### src/rtl/alu_4bit.sv
// Registered 4-bit ALU: opcode S on operands A/B, result F with carry C and zero Z one cycle later.
// Define ALU_OVF_EN to add the registered signed-overflow flag V.
module alu_4bit (
  input  logic       clk,
  input  logic       rst,
  input  logic       in_valid,
  input  logic [2:0] S,
  input  logic [3:0] A,
  input  logic [3:0] B,
  output logic [3:0] F,
  output logic       C,
  output logic       Z,
`ifdef ALU_OVF_EN
  output logic       V,
`endif
  output logic       out_valid
);

  localparam logic [2:0] OP_CLR = 3'b000;
  localparam logic [2:0] OP_ADD = 3'b001;
  localparam logic [2:0] OP_SUB = 3'b010;
  localparam logic [2:0] OP_OR  = 3'b011;
  localparam logic [2:0] OP_AND = 3'b100;
  localparam logic [2:0] OP_XOR = 3'b101;
  localparam logic [2:0] OP_SHL = 3'b110;
  localparam logic [2:0] OP_SHR = 3'b111;

  // Handshake: in_valid alone qualifies S/A/B at a rising edge; there is no ready,
  // every valid cycle is accepted, and out_valid pulses the following cycle.
  logic [4:0] sum5;
  logic [4:0] diff5;
  logic [3:0] f_d, f_q;
  logic       c_d, c_q;
  logic       z_d, z_q;
  logic       vld_d, vld_q;

  assign sum5  = {1'b0, A} + {1'b0, B};
  assign diff5 = {1'b0, A} - {1'b0, B};  // bit 4 is the borrow

  always_comb begin
    f_d = 4'b0000;
    c_d = 1'b0;
    case (S)
      OP_CLR: begin f_d = 4'b0000;      c_d = 1'b0;     end
      OP_ADD: begin f_d = sum5[3:0];    c_d = sum5[4];  end
      OP_SUB: begin f_d = diff5[3:0];   c_d = diff5[4]; end
      OP_OR:  begin f_d = A | B;        c_d = 1'b0;     end
      OP_AND: begin f_d = A & B;        c_d = 1'b0;     end
      OP_XOR: begin f_d = A ^ B;        c_d = 1'b0;     end
      OP_SHL: begin f_d = {A[2:0], 1'b0}; c_d = A[3];   end
      OP_SHR: begin f_d = {1'b0, A[3:1]}; c_d = A[0];   end
      default: begin f_d = 4'b0000;     c_d = 1'b0;     end
    endcase
    z_d   = (f_d == 4'b0000);
    vld_d = in_valid;
  end

  always_ff @(posedge clk) begin
    if (rst) begin
      f_q   <= 4'b0000;
      c_q   <= 1'b0;
      z_q   <= 1'b1;
      vld_q <= 1'b0;
    end else begin
      vld_q <= vld_d;
      if (in_valid) begin
        f_q <= f_d;
        c_q <= c_d;
        z_q <= z_d;
      end
    end
  end

`ifdef ALU_OVF_EN
  logic v_d, v_q;

  always_comb begin
    v_d = 1'b0;
    case (S)
      OP_ADD:  v_d = (A[3] == B[3]) & (sum5[3]  != A[3]);
      OP_SUB:  v_d = (A[3] != B[3]) & (diff5[3] != A[3]);
      default: v_d = 1'b0;
    endcase
  end

  always_ff @(posedge clk) begin
    if (rst) begin
      v_q <= 1'b0;
    end else if (in_valid) begin
      v_q <= v_d;
    end
  end

  assign V = v_q;
`endif

  assign F         = f_q;
  assign C         = c_q;
  assign Z         = z_q;
  assign out_valid = vld_q;

endmodule

### config.mk
export PLATFORM = sky130hd
export DESIGN_NAME = alu_4bit
export DESIGN_NICKNAME = d
export VERILOG_FILES = /design/src/rtl/alu_4bit.sv
export SDC_FILE = /design/constraint.sdc
export NUM_CORES = 1
export LEC_CHECK = 0
export ABC_AREA = 1
export CAP_MARGIN = 0
export CORE_MARGIN = 2
export CORE_UTILIZATION = 49
export DETAILED_ROUTE_END_ITERATION = 8
export PLACE_DENSITY = 0.79
export SETUP_SLACK_MARGIN = 0.15
export SLEW_MARGIN = 30
export SYNTH_ARGS = -nofsm -noshare
export SYNTH_HDL_FRONTEND = slang
export SYNTH_SLANG_ARGS = --single-unit
### constraint.sdc
create_clock -name clk -period 2 [get_ports clk]
set_input_delay 0.4 -clock clk [delete_from_list [all_inputs] [get_ports clk]]
set_output_delay 0.4 -clock clk [all_outputs]
set_load 0.01 [all_outputs]
==> results_dict.tcl, run 1 <==
set metrics [dict create \
    synth.avg_cell_area_um2 6.37 \
    die_y_um 47.1 \
    pin_count 21 \
    clock_skew_ns 0 \
    final_cell_mix "27 x nor2_1, 25 x buf_4, 20 x nand2_1" \
    drt_first_pass_iters 4 \
    core_area_um2 1750 \
    dp.cells 209 \
    required_ns 2.15 \
    synth_area_um2 911 \
    ys_warn_count 0 \
    cts_tree "built" \
    post_drt_wl_per_cell_um 12.3 \
    antennaDiodeCount 0 \
    ant_nets 0 \
    report.final.slew_viol_count 0 \
    fin_cells 214 \
    fin_setup_tns_ns 0 \
    clk_path_buf_depth 2 \
    nFillCells 143 \
    drv_cap 0 \
    hold_class "reg -> reg" \
    wl_um 2630 \
    syn-num-nets 171 \
    r2r_slack_ns 1.31 \
    power_per_cell_area_nw_per_um2 409 \
    r2r-start "F[1]" \
    grt_max_degree 10 \
    cp.arrival_ns 1.89 \
    slew_headroom_pct 73.1 \
    start_util_pct 52.2 \
    final_util_pct 78.0 \
    die_width_um 47.1 \
    path_buf_inv 2 \
    hold_viol 0 \
    htreeDepth 1 \
    synthCells 143 \
    hpwl_um 2060 \
    grt_setup_unrepaired "no" \
    status "finished clean" \
    io_buffers 20 \
    place_congestion 0.869 \
    grt_usage_pct 25.3 \
    crit_family "adder cells" \
    numClockSinks 7 \
    ys_seq_elements 7 \
    clk_pin_slew_ns 0.06 \
    hold_buffers 0 \
    ir_worst_vdd_uv 223 \
    drc 0 \
    rows 15 \
    drive_gt1_share_pct 27.0 \
    cts_buffers 3 \
    startpoint "B[0]" \
    antenna_found_initial 0 \
    critPathLaunchType "input port" \
    seq_area_frac_synth_pct 15.4 \
    via_per_inst 5.23 \
    gr-total-overflow 0 \
    netlist-cell-type-count 20 \
    tightest_slew_ns 0.402 \
    setup_viol 0 \
    clockRootBuffer "clkbuf_4" \
    min_period_over_period_pct 86.7 \
    grt_pass1_wl_um 4020 \
    grt_pass1_vias 1005 \
    clock.fmax_ghz 0.576 \
    fin_nets 218 \
    area_growth_pct 49.5 \
    cp_common_cell "nand2_1" \
    crit_fanout 3 \
    insertion_delay_ns 0.26 \
    slowest_delay_ns 0.55 \
    hp-start "Z" \
    path_cells "clkdlybuf4s15_1 > ha_4 > inv_1 > fa_2 > nand4_1 > nand2_1 > nor2_1 > nand2_1 > nor2_1 > nand3_1 > nand2_1" \
    die-area_um2 2220 \
    period_needed_ns 1.73 \
    end_kind "flop" \
    layout.cells.most_common "nor2_1" \
    vias 1119 \
    drt-initial-drc-count 27 \
    p_leak_nw 0.730 \
    critPathKind "in -> reg" \
    critPathSlowestCell "fa_2" \
]
[synthesized netlist by cell type (all sizes together)]
master   n  area share, %
a21oi    6            4.5
buf      3            3.3
dfxtp    7             15
fa       2            4.4
ha      12             16
inv     26             11
nand2   21            8.7
nand3   17             12
nand4    8            5.5
nor2    30             13
nor3     1           0.55
o21ai    9            4.9
o21bai   1           0.82
[power by group]
group / switching, W / leakage, nW / total, W / internal [W]
combinational: 0.000139 / 0.657 / 0.000266 / 0.000127
sequential: 0.00000529 / 0.0582 / 0.000156 / 0.000151
clock: 0.0000584 / 0.0150 / 0.000135 / 0.0000765
[layout make-up]
class | instances | area [um^2] | share of cell area (%)
clock buffers | 4 | 26.3 | 1.93
inverters | 26 | 100 | 7.35
multi-input cells | 107 | 678 | 49.8
flip-flops and latches | 7 | 140 | 10.3
well taps | 25 | 31.3 | 2.30
repair buffers | 45 | 385 | 28.3
[state kept, by name (all words and copies together), names as in the netlist]
name       cells
F              4
Z              1
out_valid      1
C              1
[timing repair]
item                                    4_1_cts  5_1_grt
buffers inserted                              0        1
gates resized for setup                      11       15
pin swaps                                     4        7
endpoints found under the setup margin        5        4
[logic make-up after synthesis]
family	share of synthesized area [%]
simple gates	39.1
buf+inv	14.3
compound gates	10.3
fa+ha+maj	20.9
flops	15.4
[routing by layer]
metal  vias up  routed length, um  track usage (%)  share of wire (%)
li1        553                  -                -                  -
met1       500               1100             28.5                 42
met2        55               1320             47.4                 50
met3        11                147             2.31                5.6
met4         0                 64             11.7                2.4
met5         -                  0                0                  0
[worst min-delay path, cell delays in order (launching register included)]
cell	delay, ns
dfxtp_1	0.33
a21oi_1	0.07
nand2_1	0.06
[per-stage QoR]
step	hold WS, ns	cell area [um^2]	power, W	worst slack (ns)
6_report	0.475	1360	0.000557	0.265
4_1_cts	0.474	1330	0.000545	0.155
3_3_place_gp	0.453	1290	0.000404	-0.300
3_5_place_dp	0.460	1290	0.000411	-0.361
2_1_floorplan	0.472	911	0.000289	0.321
5_1_grt	0.515	1360	0.000588	0.153
[final timing paths]
check | endpoint | cells past startpoint
setup / recovery | Z | 11
hold / removal | Z | 2
setup reg to reg | F[1] | 4
hold reg to reg | Z | 2
No activity file was read; power rests on OpenSTA's default activity.
==> inputs of run 2 (changes only) <==
--- a/config.mk
+++ b/config.mk
@@ -7,7 +7,7 @@
 export LEC_CHECK = 0
 export ABC_AREA = 1
 export CAP_MARGIN = 0
-export CORE_MARGIN = 2
+export CORE_MARGIN = 1.5
 export CORE_UTILIZATION = 49
 export DETAILED_ROUTE_END_ITERATION = 8
 export PLACE_DENSITY = 0.79
==> constraint.sdc (replaced) <==
create_clock -name clk -period 1.9 [get_ports clk]
set_input_delay 0.38 -clock clk [delete_from_list [all_inputs] [get_ports clk]]
set_output_delay 0.38 -clock clk [all_outputs]
set_load 0.01 [all_outputs]
==> run 2 against run 1 <==
Clock skew unchanged. Global-route usage up 1.9 points. Critical path depth unchanged. Core utilization up 2.4 points. Sequential share of layout area down 0.20 points. Non-clock buffer count up 2. Wire length down 4.3%. Clock-buffer cell count unchanged. Critical endpoint is now F[3]. Largest cell class unchanged. Largest power group unchanged. Highest routed layer unchanged.
==> results_dict.tcl, run 2 (synthesized netlist as in run 1, its figures left out) <==
set metrics [dict create \
    status "finished clean" \
    nFillCells 123 \
    setup_viol 0 \
    crit_fanout 5 \
    dp.cells 210 \
    power_per_cell_area_nw_per_um2 424 \
    hold-path-cell-count 2 \
    drt-initial-drc-count 30 \
    largest_reg_flops 4 \
    antennaDiodeCount 0 \
    clockRootBuffer "clkbuf_4" \
    pin_count 21 \
    area_growth_pct 52.5 \
    rows 15 \
    via_per_inst 5.00 \
    critPathSlowestCell "clkdlybuf4s50_1" \
    drive_gt1_share_pct 28.8 \
    grt_usage_pct 27.2 \
    die_width_um 46.1 \
    die_y_um 46.1 \
    numClockSinks 7 \
    insertion_delay_ns 0.25 \
    cp_common_cell "nand2_1" \
    report.final.slew_viol_count 0 \
    hpwl_um 2030 \
    fin_nets 220 \
    hold_class "reg -> reg" \
    place_congestion 0.959 \
    clock.fmax_ghz 0.603 \
    grt_max_degree 13 \
    cts_tree "built" \
    start_util_pct 52.8 \
    hold_buffers 0 \
    required_ns 2.05 \
    slew_headroom_pct 76.9 \
    grt_pass1_wl_um 4220 \
    critPathLaunchType "input port" \
    layout.cells.most_common "nor2_1" \
    path_cells "clkdlybuf4s50_1 > inv_1 > ha_4 > nand3_1 > nand2_1 > nor2_1 > nand2_1 > nor2_2 > nand2_1 > nand2_1 > inv_1" \
    slowest_delay_ns 0.49 \
    critPathKind "in -> reg" \
    period_needed_ns 1.66 \
    path_depth 11 \
    cp.arrival_ns 1.81 \
    clock_skew_ns 0 \
    core_area_um2 1730 \
    clk_path_buf_depth 2 \
    final_cell_mix "27 x nor2_1, 25 x buf_4, 21 x nand2_1" \
    io_buffers 20 \
    grt_setup_unrepaired "no" \
    gr-total-overflow 0 \
    fin_cells 216 \
    drc 0 \
    vias 1081 \
    drv_cap 0 \
    htreeDepth 1 \
    ir_worst_vdd_uv 490 \
    ant_nets 0 \
    crit_family "buffers and inverters" \
    antenna_found_initial 0 \
    end_kind "flop" \
    hold_viol 0 \
    path_buf_inv 3 \
    wl_um 2520 \
    clk_pin_slew_ns 0.05 \
    fin_setup_tns_ns 0 \
    grt_pass1_vias 1002 \
    tightest_slew_ns 0.346 \
    p_leak_nw 0.742 \
    r2r_cells 4 \
    min_period_over_period_pct 87.3 \
    drt_first_pass_iters 5 \
    die-area_um2 2130 \
    post_drt_wl_per_cell_um 11.7 \
    cts_buffers 3 \
]
run 2: final timing paths:
kind                            slack, ns   end  from
worst max-delay path                 0.24  F[3]  B[3]
worst min-delay path                 0.47     Z     Z
worst max register to register       1.24  F[1]  F[1]
worst min register to register       0.47     Z     Z
run 2: tightest hold or removal path, cell delays in order (launching register included):
cell	delay, ns
dfxtp_1	0.32
a21oi_1	0.07
nand2_1	0.06
run 2: per-layer routing:
layer  track usage [%]  share of wire (%)  up-vias
met5                 0                  0        -
met4             0.571               0.44        0
met3              9.80                6.0        2
met2              46.4                 48       37
met1              34.7                 46      485
li1                  -                  -      557
run 2: power by group:
group	total, W	internal [W]	switching (W)
registers	0.000164	0.000159	0.00000512
clock network	0.000136	0.0000802	0.0000555
logic	0.000289	0.000142	0.000147
total	0.000589	0.000381	0.000208
run 2: final cells by class:
cell class	instances	area [um^2]	area share, %
clock buffer	4	26.3	1.89
inverter	26	100	7.21
multi-input combinational	107	688	49.5
sequential	7	140	10.1
tap	25	31.3	2.25
timing repair buffer	47	403	29.0
run 2: per-stage QoR:
stage	area, um^2	setup slack, ns	hold slack, ns	util (%)	power, W
4_1_cts	1360	0.186	0.472	78.8	0.000582
3_3_place_gp	1300	-0.348	0.452	75.3	0.000430
5_1_grt	1390	0.155	0.509	80.4	0.000636
6_report	1390	0.241	0.475	80.4	0.000589
3_5_place_dp	1300	-0.375	0.458	75.3	0.000438
2_1_floorplan	911	0.241	0.452	-	0.000304
run 2: repair_timing:
action | CTS | global route
resized for setup | 17 | 15
gates cloned | 0 | 0
pin swaps | 2 | 7
endpoints found under the hold margin | 0 | 0
setup buffers | 1 | 1
setup endpoints to repair | 5 | 4
==> inputs of run 3 (changes only) <==
--- a/config.mk
+++ b/config.mk
@@ -12,6 +12,7 @@
 export DETAILED_ROUTE_END_ITERATION = 8
 export PLACE_DENSITY = 0.79
 export SETUP_SLACK_MARGIN = 0.15
+export SKIP_LAST_GASP = 1
 export SLEW_MARGIN = 30
 export SYNTH_ARGS = -nofsm -noshare
 export SYNTH_HDL_FRONTEND = slang
==> constraint.sdc (replaced) <==
create_clock -name clk -period 1.6 [get_ports clk]
set_input_delay 0.32 -clock clk [delete_from_list [all_inputs] [get_ports clk]]
set_output_delay 0.32 -clock clk [all_outputs]
set_load 0.01 [all_outputs]
==> run 3 against run 2 <==
Combinational power increased by 30%. Sequential cell count unchanged. Sequential power increased by 19%. First-iteration DRC count increased by 110%. Die area unchanged. Sequential share of layout area decreased by 0.65 points. Worst setup slack got worse by 0.23 ns. Core utilization increased by 5.5 points. Clock-buffer cell count unchanged. Cell count increased by 1.9%. Largest power group unchanged.
==> results_dict.tcl, run 3 (synthesized netlist as in run 1, its figures left out) <==
set metrics [dict create \
    status "finished clean" \
    clock_power_share_pct 21.9 \
    post_drt_wl_per_cell_um 13.4 \
    min_period_over_period_pct 99.1 \
    ir_worst_vdd_uv 329 \
    area_growth_pct 62.9 \
    vias 1187 \
    cts_tree "built" \
    numClockSinks 7 \
    slew_headroom_pct 78.4 \
    nFillCells 108 \
    p_total_w 0.000732 \
    via_per_inst 5.40 \
    p_leak_nw 0.812 \
    critPathLaunchType "input port" \
    critPathKind "in -> reg" \
    clk_pin_slew_ns 0.05 \
    report.final.slew_viol_count 0 \
    layout.cells.most_common "buf_4" \
    insertion_delay_ns 0.25 \
    ant_nets 0 \
    grt_usage_pct 29.9 \
    slowest_delay_ns 0.34 \
    core_area_um2 1730 \
    tightest_slew_ns 0.324 \
    path_cells "buf_6 > buf_8 > ha_4 > fa_2 > inv_2 > nand2_1 > nand2_1 > nor2_1 > nor2_1 > nand3_1 > o21ai_1 > inv_1" \
    drc 0 \
    fin_cells 220 \
    drive_gt1_share_pct 36.9 \
    r2r_slack_ns 0.91 \
    drt-initial-drc-count 64 \
    grt_pass1_vias 1138 \
    setup_viol 0 \
    die-area_um2 2130 \
    p_sw_share_pct 37.0 \
    place_congestion 0.898 \
    dp.cells 210 \
    grt_max_degree 11 \
    start_util_pct 52.8 \
    worstReg2RegEnd "F[1]" \
    path_buf_inv 4 \
    rows 15 \
    r2r_cells 4 \
    htreeDepth 1 \
    hp-start "Z" \
    cts_buffers 3 \
    hpwl_um 2110 \
    cp.arrival_ns 1.73 \
    end_kind "flop" \
    power_per_cell_area_nw_per_um2 494 \
    pin_count 21 \
    largest_reg_flops 4 \
    hold_buffers 0 \
    io_buffers 20 \
    final-seq-area_um2 140 \
    grt_setup_unrepaired "yes" \
    hold-path-cell-count 2 \
    clock_skew_ns 0 \
    clockRootBuffer "clkbuf_4" \
    clock.fmax_ghz 0.630 \
    seqPwrFrac_pct 26.6 \
    antenna_found_initial 0 \
    pwr-share-comb_pct 51.5 \
    fin_nets 224 \
    min_to "Z" \
    die_width_um 46.1 \
    p_sw_w 0.000271 \
    period_needed_ns 1.59 \
    antennaDiodeCount 0 \
    drv_cap 0 \
    r2r-start "F[1]" \
    hold_viol 0 \
    critPathSlowestCell "fa_2" \
    multiInputGateArea_um2 732 \
    drt_first_pass_iters 4 \
    crit_family "adder cells" \
    power.internal_w 0.000462 \
    wl_um 2940 \
    grt_pass1_wl_um 4550 \
    crit_fanout 3 \
    final_cell_mix "29 x buf_4, 27 x nor2_1, 19 x nand2_1" \
    clk_path_buf_depth 2 \
    gr-total-overflow 0 \
    die_y_um 46.1 \
    required_ns 1.75 \
    hold_class "reg -> reg" \
]
[run 3: worst max path at each step]
stage | slack [ns] | start | to | cells after the start
after floorplan | 0.14 | A[0] | Z | 11
after global placement | -0.55 | A[0] | F[1] | 12
after detailed placement | -0.61 | B[0] | F[2] | 12
after CTS | 0.03 | A[0] | Z | 13
after global routing | -0.09 | A[0] | Z | 15
final | 0.01 | A[0] | F[2] | 12
[run 3: metrics by stage]
step / TNS (ns) / cell area [um^2] / setup WS, ns / util, % / hold WS (ns)
after CTS: 0 / 1460 / 0.0312 / 84.3 / 0.472
final: 0 / 1480 / 0.0139 / 85.9 / 0.467
after global placement: -2.79 / 1340 / -0.552 / 77.8 / 0.450
after global routing: -0.166 / 1480 / -0.0913 / 85.9 / 0.518
after detailed placement: -3.08 / 1340 / -0.611 / 77.8 / 0.460
after floorplan: 0 / 953 / 0.140 / - / 0.392
[run 3: what timing repair did]
item,in CTS,in global routing
pin swaps,17,10
buffers inserted,4,2
gates resized for setup,46,9
endpoints found under the setup margin,8,9
[run 3: area by class of cell]
type                    instances  share of cell area (%)
inverters                      26                    7.76
multi-input cells             107                    49.3
repair buffers                 51                    29.6
well taps                      25                    2.11
clock buffers                   4                    1.77
flip-flops and latches          7                    9.44
[run 3: metal layers]
metal | share of wire, % | vias to the layer above | track usage (%)
li1 | - | 564 | -
met1 | 37 | 519 | 31.3
met2 | 50 | 85 | 53.1
met3 | 9.3 | 19 | 6.27
met4 | 3.4 | 0 | 19.4
met5 | 0 | - | 0
[run 3: worst min-delay path, stage by stage, from the launching register on]
cell and delay (ns):
dfxtp_1 0.32, a21oi_1 0.06, nand2_1 0.06
[run 3: power by group through the flow]
stage          logic (W)  registers, W  clock network, W
6_report        0.000377      0.000195          0.000161
5_1_grt         0.000408      0.000196          0.000179
4_1_cts         0.000359      0.000195          0.000166
3_5_place_dp    0.000328      0.000199                 0
3_3_place_gp    0.000318      0.000198                 0
2_1_floorplan   0.000162      0.000205                 0
